==> config.mk <==
export PLATFORM = sky130hd
export DESIGN_NAME = apb_master
export DESIGN_NICKNAME = d
export VERILOG_FILES = /design/src/rtl/apb_master.sv
export SDC_FILE = /design/constraint.sdc
export NUM_CORES = 1
export LEC_CHECK = 0
export CORE_MARGIN = 1.5
export CORE_UTILIZATION = 39
export DETAILED_ROUTE_END_ITERATION = 12
export GPL_ROUTABILITY_DRIVEN = 0
export GPL_TIMING_DRIVEN = 0
export HOLD_SLACK_MARGIN = 0.02
export PLACE_DENSITY = 0.78
export REMOVE_ABC_BUFFERS = 1
export SLEW_MARGIN = 20
export SYNTH_ARGS = -nofsm -noshare
export SYNTH_HDL_FRONTEND = slang
export SYNTH_SLANG_ARGS = --single-unit
==> constraint.sdc <==
create_clock -name PCLK -period 1.5 [get_ports PCLK]
set_input_delay 0.375 -clock PCLK [delete_from_list [all_inputs] [get_ports PCLK]]
set_output_delay 0.375 -clock PCLK [all_outputs]
set_load 0.02 [all_outputs]
==> src/rtl/apb_master.sv <==
// apb_master: turns single-beat commands into APB SETUP/ACCESS transfers and reports the response.
module apb_master #(
  parameter int unsigned TIMEOUT = 255
) (
  input  logic       PCLK,
  input  logic       PRESETn,
  input  logic       cmd_valid,
  output logic       cmd_ready,
  input  logic       cmd_write,
  input  logic [6:0] cmd_addr,
  input  logic [7:0] cmd_wdata,
  output logic       PSELx,
  output logic       PENABLE,
  output logic       PWRITE,
  output logic [6:0] PADDR,
  output logic [7:0] PWDATA,
  input  logic       PREADY,
  input  logic       PSLVERR,
  input  logic [7:0] PRDATA,
  output logic       rsp_valid,
  output logic [7:0] rsp_rdata,
  output logic       rsp_err,
  output logic       rsp_timeout,
  output logic       busy
);
  typedef enum logic [1:0] {IDLE, SETUP, ACCESS} state_t;
  state_t state;
  logic done, abort, accept;
  assign done = state == ACCESS && PREADY;
  assign cmd_ready = state == IDLE || done;
  assign accept = cmd_valid && cmd_ready;
  assign busy = state != IDLE;
`ifdef APB_MASTER_TIMEOUT_EN
  logic [15:0] wait_cnt;
  assign abort = state == ACCESS && !PREADY && wait_cnt == 16'(TIMEOUT);
`else
  assign abort = 1'b0;
  assign rsp_timeout = 1'b0;
`endif
  always_ff @(posedge PCLK or negedge PRESETn)
    if (!PRESETn) begin
      state <= IDLE;
      PSELx <= 1'b0;
      PENABLE <= 1'b0;
      PWRITE <= 1'b0;
      PADDR <= 7'h00;
      PWDATA <= 8'h00;
      rsp_valid <= 1'b0;
      rsp_rdata <= 8'h00;
      rsp_err <= 1'b0;
`ifdef APB_MASTER_TIMEOUT_EN
      rsp_timeout <= 1'b0;
      wait_cnt <= 16'h0000;
`endif
    end else begin
      rsp_valid <= done || abort;
      if (done) begin
        rsp_rdata <= PWRITE ? 8'h00 : PRDATA;
        rsp_err <= PSLVERR;
      end else if (abort) begin
        rsp_rdata <= 8'h00;
        rsp_err <= 1'b1;
      end
`ifdef APB_MASTER_TIMEOUT_EN
      if (done || abort) rsp_timeout <= abort;
      if (state == SETUP) wait_cnt <= 16'h0000;
      else if (state == ACCESS && !PREADY) wait_cnt <= wait_cnt + 16'd1;
`endif
      if (accept) begin
        state <= SETUP;
        PSELx <= 1'b1;
        PENABLE <= 1'b0;
        PWRITE <= cmd_write;
        PADDR <= cmd_addr;
        PWDATA <= cmd_write ? cmd_wdata : 8'h00;
      end else if (state == SETUP) begin
        state <= ACCESS;
        PENABLE <= 1'b1;
      end else if (done || abort) begin
        state <= IDLE;
        PSELx <= 1'b0;
        PENABLE <= 1'b0;
      end
    end
endmodule

## Word level (Yosys, flattened, before mapping)

Cells that the tools add are included.

| word-level totals | value |
|---|---|
| flip-flop bits (word level) | 30 |
| bits in latches | 0 |
| bits in writable memories | 0 |
| ROM bits | 0 |
| output and inout port bits | 31 |
| logic and storage cells | 30 |
| memories kept | 0 |

| cells by class | value |
|---|---|
| add/sub/neg operators | 0 |
| multiply operators | 0 |
| divide/modulo/power cells | 0 |
| $lt $le $gt $ge | 0 |
| equality and inequality tests | 3 |
| shift operators | 0 |
| multiplexer cells | 10 |
| bitwise gates (word level) | 0 |
| reduce and logical (&&, ||, !) cells | 8 |

Operator list:

| operator | count |
|---|---|
| 8-bit 2-to-1 mux | 2 |
| 2-bit 2-to-1 mux | 3 |
| 1-bit 2-to-1 mux | 5 |
| 2-bit nonzero test | 2 |
| 3-bit nonzero test | 1 |
| 2-bit by 1-bit == test with 1-bit output, second input constant | 1 |
| 2-bit == test, second input constant | 1 |
| 1-bit logical AND | 2 |
| 2-bit logical NOT | 1 |
| 2-bit inequality test, second input constant | 1 |
| 2-bit AND reduction | 1 |
| 1-bit logical OR | 1 |

## Longest topological paths before layout

| logic depth | value |
|---|---|
| word-level depth | 6 |
| depth in mapped cells | 5 |
| gate-level depth less buffers | 3 |

## Worst setup path before layout

OpenSTA, ideal clock, no wires.

| timing | value |
|---|---|
| kind | flip-flop to output port |
| start | register, netlist name PENABLE |
| end | output cmd_ready |
| arrival | 1.152 ns |
| required time | 1.125 ns |
| path slack | -0.027 ns |
| cell stages (with the launch flop) | 4 |
| path buffers | 0 |
| cells stage by stage | dfrtp_1 or2_2 and2_1 inv_1 |

RTL lines:

| what | RTL line | text |
|---|---|---|
| end: declaration | 8 | `output logic cmd_ready,` |

==> summary.txt <==
Final layout
  – Final instance area: 1973 sq um
  – Area Growth Syn to Fin: 62.41%
  – Final Util: 0.6571
  – Fraction of layout cells with a size suffix above 1: 0.2254
  – Total area of sequential cells: 726.9 sq um
  – N_diodes: 0
  – Area of the multi-input gates: 440.4 sq um
  – Nets: 201
  – Fillers: 235

Clock tree
  – Clock buffer depth: 2
  – Worst-Skew Late Latency: 0.32 ns
  – CTS Root Cell: clkbuf_4
  – CTS tree: yes
  – Clk slew on worst S/H paths: 0.10 ns
  – Sink Count: 29
  – Post-CTS Hold Buffers: 0
  – CTS buffer count: 5
  – H-tree levels: 2

Power and ir drop
  – Overall power: 4.175 mW
  – Part of the power in the clock network: 0.159
  – Sw Share: 0.3776
  – Internal Power: 2.599 mW
  – Switch Pwr: 1.577 mW
  – Power per Cell Area: 2116 nW/um^2
  – Share of power burned in registers: 0.333
  – Max IR drop VDD: 874.1 uV
  – Comb pwr share: 0.508
  – Lkg Pwr: 0.9798 nW

Detailed routing
  – Routed WL per cell: 14.78 um
  – Remaining antenna violation count after routing: 0
  – DR vias/cell: 4.869
  – Total Wirelength: 3.044 mm
  – Post-route DRC: 0
  – 1st-iter DRT viols: 42
  – First-pass detailed-route iteration total: 4
  – Vias: 1003

Synth
  – Gate Count Post-Synth: 102
  – Mean Syn Cell Area: 11.91 sq um
  – Synth Register Bits: 29
  – Synth cell types: 19
  – Mapped Area: 1215 sq um
  – Number of synthesis warnings: 0
  – Post-synthesis sequential area ratio: 0.5973

STA
  – Max frequency: 599.5 MHz
  – RSZ-0062 raised after global routing: true
  – Relative slew slack: 0.5781
  – Fin worst setup slack: -0.1681 ns
  – Hold Slack: 0.06503 ns
  – Crit share post-route: 1.112
  – Slew of the pin with the lowest slew margin: 0.6328 ns
  – Slew Viols, Final: 0
  – Hold Vio Cnt, Final: 0
  – Final Skew: 0.009392 ns
  – Fin crit period: 1.668 ns
  – Final setup fails: 18

Floorplan
  – Initial Util: 0.4046
  – Die height: 58.82 um
  – CORE AREA: 3003 sq um
  – Die Area: 3459 sq um
  – Number of core rows: 20
  – Ports: 60
  – Die Span X: 58.82 um

Setup path
  – Slowest CP cell: dfrtp_1
  – Cell mode on critical path: buf_6
  – Reg2Reg Depth: 6
  – CP max stage delay: 0.42 ns
  – CP arrival: 1.29 ns
  – WP depth: 5
  – Req. time, crit path: 1.12 ns
  – RR Endpoint: PADDR[6]
  – Critical Path Start Type: flip-flop
  – Critical path type: reg -> out
  – Worst path bufs/invs: 3
  – Crit path cell chain: buf_6 > nand3b_1 > and2_4 > inv_2 > buf_6
  – R2R Setup Slk: -0.15 ns
  – Type of element capturing the critical path: output port
  – FF-to-FF Start: PENABLE
  – Critical path peak fanout: 3
  – CP top delay family: flip-flops

Global routing
  – Largest net degree at the start of global routing: 30
  – GRT overflow: 0
  – Gr usage total: 0.1841
  – Initial antenna violation count: 0
  – Vias in the first global route: 1014
  – First-pass GRT wire length: 4.678 mm

Run status
  – Failing checks: negative setup slack
  – Outcome: finished, violations left

Placement
  – DP HPWL: 1.952 mm
  – Number of port buffers: 58
  – Dpl cell area: 1785 sq um

Min path
  – Min-Delay Path Class: in -> async

Flow run
  – Maxcap violations: 0
area by class of cell:
cell class,instances,share of cell area
clock buffer,7,0.02790
clock inverter,1,0.01522
sequential,29,0.3684
timing repair buffer,68,0.3253
multi-input combinational,58,0.2232
tap,33,0.02093
inverter,10,0.01902
cells by family after synthesis:
kind of cell    synth area share
buf+inv                  0.07415
simple gates              0.1287
mux                       0.1493
other cells             0.003087
flops                     0.5973
compound gates           0.04738
placed cells by master, fill, tap and decap left out, drive strengths merged:
master	netlist	layout
mux2	9	9
nand2b	8	8
inv	10	10
a21o	2	2
buf	6	14
conb	1	1
nor2b	1	1
dfrtp	29	29
clkbuf	0	8
clkdlybuf4s50	0	26
and2	1	1
dlygate4sd2	0	27
bufinv	0	1
nor3b	1	1
or2	1	1
mux2i	8	8
o21ai	8	8
nand3b	1	2
nand2	16	16
how the worst max path moves through the flow:
stage          startpoint   endpoint
3_5_place_dp       PREADY  cmd_ready
5_1_grt           PENABLE  cmd_ready
3_3_place_gp       PREADY  cmd_ready
4_1_cts           PENABLE  cmd_ready
6_report          PENABLE  cmd_ready
2_1_floorplan     PENABLE   PADDR[0]
Yosys cell counts (all sizes together):
master,number,area [sq um]
buf,6,52.55
and2,1,6.260
nand2b,8,50.05
or2,1,6.260
dfrtp,29,725.7
nor2b,1,13.76
conb,1,3.750
o21ai,8,40.04
nor3b,1,12.51
mux2i,8,80.08
inv,10,37.54
nand2,16,60.06
nand3b,1,7.510
mux2,9,101.4
a21o,2,17.52
metal layers:
| metal | wire (um) | vias up | GRT usage |
|---|---|---|---|
| li1 | - | 464 | - |
| met4 | 39 | 0 | 0.05519 |
| met5 | 0 | - | 0 |
| met3 | 243 | 6 | 0.07473 |
| met1 | 1195 | 489 | 0.2200 |
| met2 | 1566 | 44 | 0.3048 |
power groups by stage:
stage / combinational (mW) / clock, mW / sequential, mW
2_1_floorplan: 0.570 / 0 / 1.84
4_1_cts: 2.04 / 0.670 / 1.38
6_report: 2.12 / 0.663 / 1.39
3_5_place_dp: 2.05 / 0 / 1.41
3_3_place_gp: 1.99 / 0 / 1.39
5_1_grt: 2.26 / 0.714 / 1.44
state kept, by name (all words and copies together) (netlist names):
| register | cells |
|---|---|
| PWDATA | 8 |
| rsp_err | 1 |
| PADDR | 7 |
| PWRITE | 1 |
| PSELx | 1 |
| PENABLE | 1 |
| rsp_rdata | 8 |
| state | 1 |
| rsp_valid | 1 |
through the flow:
step,setup TNS (ns),cells,worst slack [ns]
after floorplan,-7.653,96,-0.5393
after global placement,-33.22,187,-1.240
after detailed placement,-18.12,187,-1.315
after CTS,-1.398,204,-0.1740
after global routing,-2.833,206,-0.2145
final,-2.111,206,-0.1681
repair_timing:
action	in CTS	in global routing
buffers inserted	8	2
pin swaps	2	1
endpoints found under the hold margin	0	0
setup endpoints to repair	58	20
resized for setup	49	9
cloned	1	0
Power figures use the tool's default switching activity.
==> RTL edit 1 (same flow settings) <==
The option `APB_MASTER_TIMEOUT_EN` is turned on by a define.
--- a/src/rtl/apb_master.sv
+++ b/src/rtl/apb_master.sv
@@ -1,4 +1,6 @@
 // apb_master: turns single-beat commands into APB SETUP/ACCESS transfers and reports the response.
+`define APB_MASTER_TIMEOUT_EN
+
 module apb_master #(
   parameter int unsigned TIMEOUT = 255
 ) (
Function: no difference found for any inputs over 10 cycles, from zero or initial values and one cycle with PRESETn low; that may be too few to reach the edited logic, so the function may still have changed.
==> RTL edit 1 against the original RTL <==
The run still ends with negative setup slack left; area after synthesis is 65% higher; clock power grew 39%; routed wire length rose by 55%; via count grew 64%; design area grew 54%; synthesized cell count increased by 74%; combinational power rose by 14%; total power grew 24%; setup slack better by 0.094 ns; sequential cell count up 17; critical path type unchanged; largest cell class unchanged.
==> RTL edit 1: results (changes against the original RTL) <==
Global route
  – Met1 usage: 0.241 (was 0.220)
  – Number of global-route vias before repair: 1,597 (was 1,014)
  – First-pass GRT wire length: 7720 um (was 4680 um)
  – GR Util met2: 0.293 (was 0.305)
  – Routing usage on met3: 0.0455 (was 0.0747)

Run status
  – Failing checks: negative setup slack (unchanged)
  – Outcome: finished, violations left (unchanged)

Timing
  – Relative slew margins: 0.646 (was 0.578)
  – Setup WS post-layout: -0.0746 ns (was -0.168 ns)
  – Clk_skew: 0.00479 ns (was 0.00939 ns)
  – Final-report setup violation count: 17 (was 18)

Placement
  – Placed cell area: 0.00266 mm2 (was 0.00179 mm2)
  – Port bufs: 59 (was 58)
  – HPWL Detailed: 2970 um (was 1950 um)
  – Placed Cells: 298 (was 187)

Setup path
  – R2R depth: 5 (was 6)
  – Slowest CP cell: dfrtp_2 (was dfrtp_1)
  – R2r endpoint: rsp_rdata[7] (was PADDR[6])
  – WP data arrival: 1.20 ns (was 1.29 ns)

Clock tree
  – Setup repair bufs after CTS: 16 (was 8)

Synth
  – Distinct cells, synth: 33 (was 19)
  – Register area share after synthesis: 0.574 (was 0.597)

Routing
  – Starting DRT DRC Count: 58 (was 42)
  – Met3 WL: 215 um (was 243 um)
  – Routed vias: 1,643 (was 1,003)
RTL edit 1: worst max-delay path by stage:
stage                   end  slack [ns]  cells after the start
2_1_floorplan      PADDR[0]       -0.61                      3
3_3_place_gp   rsp_rdata[6]       -1.20                      1
3_5_place_dp       PADDR[5]       -1.13                      5
4_1_cts        rsp_rdata[4]       -0.10                      5
5_1_grt        rsp_rdata[1]       -0.15                      5
6_report          cmd_ready       -0.07                      3
RTL edit 1: area by class of cell:
class / instances / area, um2
clock buffers: 6 / 72.6
fillers: 407 / 1810
well taps: 67 / 83.8
inverters: 12 / 45.0
clock inverters: 2 / 37.5
flip-flops and latches: 46 / 1150
multi-input cells: 114 / 888
repair buffers: 81 / 758
RTL edit 1: logic make-up after synthesis:
family | count (synthesis) | synth area share
AOI/OAI and AO/OA | 28 | 0.0966
xor gates and xnor gates | 1 | 0.00436
adders and majority gates | 1 | 0.00623
buffers and inverters | 18 | 0.0399
DFF | 46 | 0.574
muxes | 22 | 0.115
and+or+nand+nor | 61 | 0.165
RTL edit 1: power breakdown:
group | leakage, uW | switching [uW] | internal, uW
Sequential | 0.000593 | 216 | 1630
Combinational | 0.000793 | 1240 | 1170
Clock | 0.0000514 | 427 | 497
Total | 0.00144 | 1890 | 3300
RTL edit 1: per-stage QoR:
stage / total power, uW / hold slack, ns / setup TNS [ns] / setup slack [ns]
3_3_place_gp: 4010 / 0.460 / -93.63 / -1.20
2_1_floorplan: 3020 / 0.0794 / -14.86 / -0.614
3_5_place_dp: 4060 / 0.367 / -40.60 / -1.13
5_1_grt: 5490 / 0.0663 / -2.93 / -0.148
4_1_cts: 5070 / 0.0405 / -0.792 / -0.103
6_report: 5180 / 0.0290 / -0.653 / -0.0746
==> RTL edit 2 (same flow settings) <==
Without the edit above. Register the output `rsp_err` once more, with the module's reset; this adds one clock of latency there. The other outputs are not delayed to match.
--- a/src/rtl/apb_master.sv
+++ b/src/rtl/apb_master.sv
@@ -24,6 +24,8 @@
   output logic       busy
 );
   typedef enum logic [1:0] {IDLE, SETUP, ACCESS} state_t;
+
+  logic rsp_err_s0;
   state_t state;
   logic done, abort, accept;
   assign done = state == ACCESS && PREADY;
@@ -47,7 +49,7 @@
       PWDATA <= 8'h00;
       rsp_valid <= 1'b0;
       rsp_rdata <= 8'h00;
-      rsp_err <= 1'b0;
+      rsp_err_s0 <= 1'b0;
 `ifdef APB_MASTER_TIMEOUT_EN
       rsp_timeout <= 1'b0;
       wait_cnt <= 16'h0000;
@@ -56,10 +58,10 @@
       rsp_valid <= done || abort;
       if (done) begin
         rsp_rdata <= PWRITE ? 8'h00 : PRDATA;
-        rsp_err <= PSLVERR;
+        rsp_err_s0 <= PSLVERR;
       end else if (abort) begin
         rsp_rdata <= 8'h00;
-        rsp_err <= 1'b1;
+        rsp_err_s0 <= 1'b1;
       end
 `ifdef APB_MASTER_TIMEOUT_EN
       if (done || abort) rsp_timeout <= abort;
@@ -82,5 +84,13 @@
         PENABLE <= 1'b0;
       end
     end
+  always_ff @(posedge PCLK or negedge PRESETn) begin
+      if (!PRESETn) begin
+          rsp_err <= '0;
+      end else begin
+          rsp_err <= rsp_err_s0;
+      end
+  end
+
 endmodule
 
Formal check against the unedited RTL: not equivalent (a bounded check fails within 4 cycles, from zero or initial values and one cycle with PRESETn low).
==> RTL edit 2 against the original RTL <==
Design area increased by 0.76%; utilization about the same; area after synthesis increased by 2.1%; sequential cell count increased by 1; total power decreased by 2.4%; the flow still finishes with violations (negative setup slack); die area increased by 1.9%; setup slack improved by 0.0053 ns; critical endpoint unchanged; routed wire length decreased by 5.9%.
==> RTL edit 2: results (changes against the original RTL) <==
Synth
  – Syn Inst Count: 103 (was 102)
  – Top FF cell, synth: dfrtp_1 (unchanged)
  – Top cells by area, synth: dfrtp_1, mux2_2, mux2i_1 (unchanged)
  – Register area share after synthesis: 0.605 (was 0.597)
  – Distinct cells, synth: 19 (unchanged)
  – Number of synthesis warnings: 0 (unchanged)
  – Post-synth ARST share: 1.00 (unchanged)
  – Synth top cells by count: dfrtp_1, nand2_1, inv_1 (unchanged)

Setup path
  – R2R depth: 6 (unchanged)
  – Crit Path Max Fanout: 4 (was 3)
  – WP data arrival: 1.29 ns (about the same)

Clock tree
  – Num CTS Buffers: 5 (unchanged)
  – Clock root buffer: clkbuf_4 (unchanged)
  – Worst-Skew Late Latency: 0.32 ns (about the same)
  – Max Root-Sink Buffers: 2 (unchanged)
  – Clk pin slew, worst setup/hold paths: 0.09 ns
  – H-tree lvl count: 2 (unchanged)

Placement
  – Port bufs: 58 (unchanged)
  – HPWL Detailed: 1900 um (was 1950 um)
  – Placed cell area: 0.00182 mm2 (was 0.00179 mm2)

Routing
  – Routed wire length: 2860 um (was 3040 um)
  – Drt first pass iters: 4 (unchanged)
  – Starting DRT DRC Count: 46 (was 42)
  – Vias per cell: 4.56 (was 4.87)

Global route
  – First-pass GRT wire length: 4460 um (was 4680 um)
  – Antenna violations before repair: 0 (unchanged)
  – GRT Total Usage: 0.176 (was 0.184)
  – Largest net degree at the start of global routing: 31 (was 30)
  – Number of global-route vias before repair: 993 (was 1,014)

Pwr
  – Peak supply drop: 0.829 mV (was 0.874 mV)
  – Leakage: 0.000973 uW (was 0.000980 uW)
  – Internal: 2530 uW (was 2600 uW)

Final layout
  – Largest registers: PWDATA: 8 flops, rsp_rdata: 8 flops, PADDR: 7 flops (unchanged)
  – Antenna diode count: 0 (unchanged)
  – Layout cell share with drive strength beyond 1: 0.231 (was 0.225)
  – Fin nets: 201 (unchanged)
  – Fin cells: 217 (was 206)

Timing
  – Final-report setup violation count: 18 (unchanged)
  – Setup WS post-layout: -0.163 ns (was -0.168 ns)
  – Clk_skew: 0.00355 ns (was 0.00939 ns)
  – Relative slew margins: 0.562 (was 0.578)

Run status
  – Outcome: finished, violations left (unchanged)
  – Failing checks: negative setup slack (unchanged)

Min path
  – HP Class: input pin to async pin (unchanged)
-- RTL edit 2: final timing paths --
check	to	slack (ns)	startpoint
max in group asynchronous	PWRITE	0.96	PRESETn
max reg2reg	PWRITE	-0.11	PENABLE
max	cmd_ready	-0.16	state[0]
min	PENABLE	0.07	PRESETn
min reg2reg	rsp_err	0.38	rsp_err_s0
min in group PCLK	rsp_err	0.38	rsp_err_s0
-- RTL edit 2: repair_timing --
action	in CTS	in global routing
resized for setup	51	5
pin swaps	2	0
setup endpoints to repair	53	20
gates cloned	1	0
hold buffers	0	0
buffers inserted	8	1
-- RTL edit 2: per-stage QoR --
stage / setup WS (ns) / hold WS (ns) / power [uW] / util / setup TNS [ns]
floorplan: -0.539 / 0.0794 / 2450 / - / -7.65
global placement: -1.24 / 0.355 / 3420 / 0.602 / -35.95
detailed placement: -1.30 / 0.363 / 3490 / 0.602 / -18.03
CTS: -0.168 / 0.0770 / 4050 / 0.651 / -1.78
global route: -0.222 / 0.0998 / 4340 / 0.657 / -2.28
finish: -0.163 / 0.0730 / 4070 / 0.657 / -1.30
-- RTL edit 2: cell type report --
class                      instances  area (um2)
clock buffer                       8        78.8
fill                             253        1040
inverter                          10        37.5
multi-input combinational         58         425
sequential                        30         753
tap                               44        55.1
timing repair buffer              67         638
-- RTL edit 2: kinds of logic (layout without fill, tap and decap cells) --
logic type,Yosys count,count (layout),synth area share
buffers and inverters,16,85,0.0727
DFF,30,30,0.605
and+or+nand+nor,29,30,0.126
other,1,1,0.00302
AOI/OAI and AO/OA,10,10,0.0464
muxes,17,17,0.146
-- RTL edit 2: worst max-delay path: stages, from the launching register on --
cell and delay, ns:
dfrtp_2 0.44, or2_4 0.24, and2_4 0.14, inv_2 0.04, buf_6 0.10
-- RTL edit 2: power groups by stage --
stage          clock (uW)  combinational, uW  sequential [uW]
2_1_floorplan           0                570             1880
3_3_place_gp            0               1990             1430
3_5_place_dp            0               2030             1460
4_1_cts               607               2020             1420
5_1_grt               652               2200             1480
6_report              590               2060             1420
-- RTL edit 2: per-layer routing --
layer / up-vias / GRT usage / wire length, um
met3: 9 / 0.0764 / 230
met4: 0 / 0.0877 / 91
met2: 43 / 0.283 / 1350
met1: 471 / 0.199 / 1190
li1: 467 / - / -
met5: - / 0 / 0
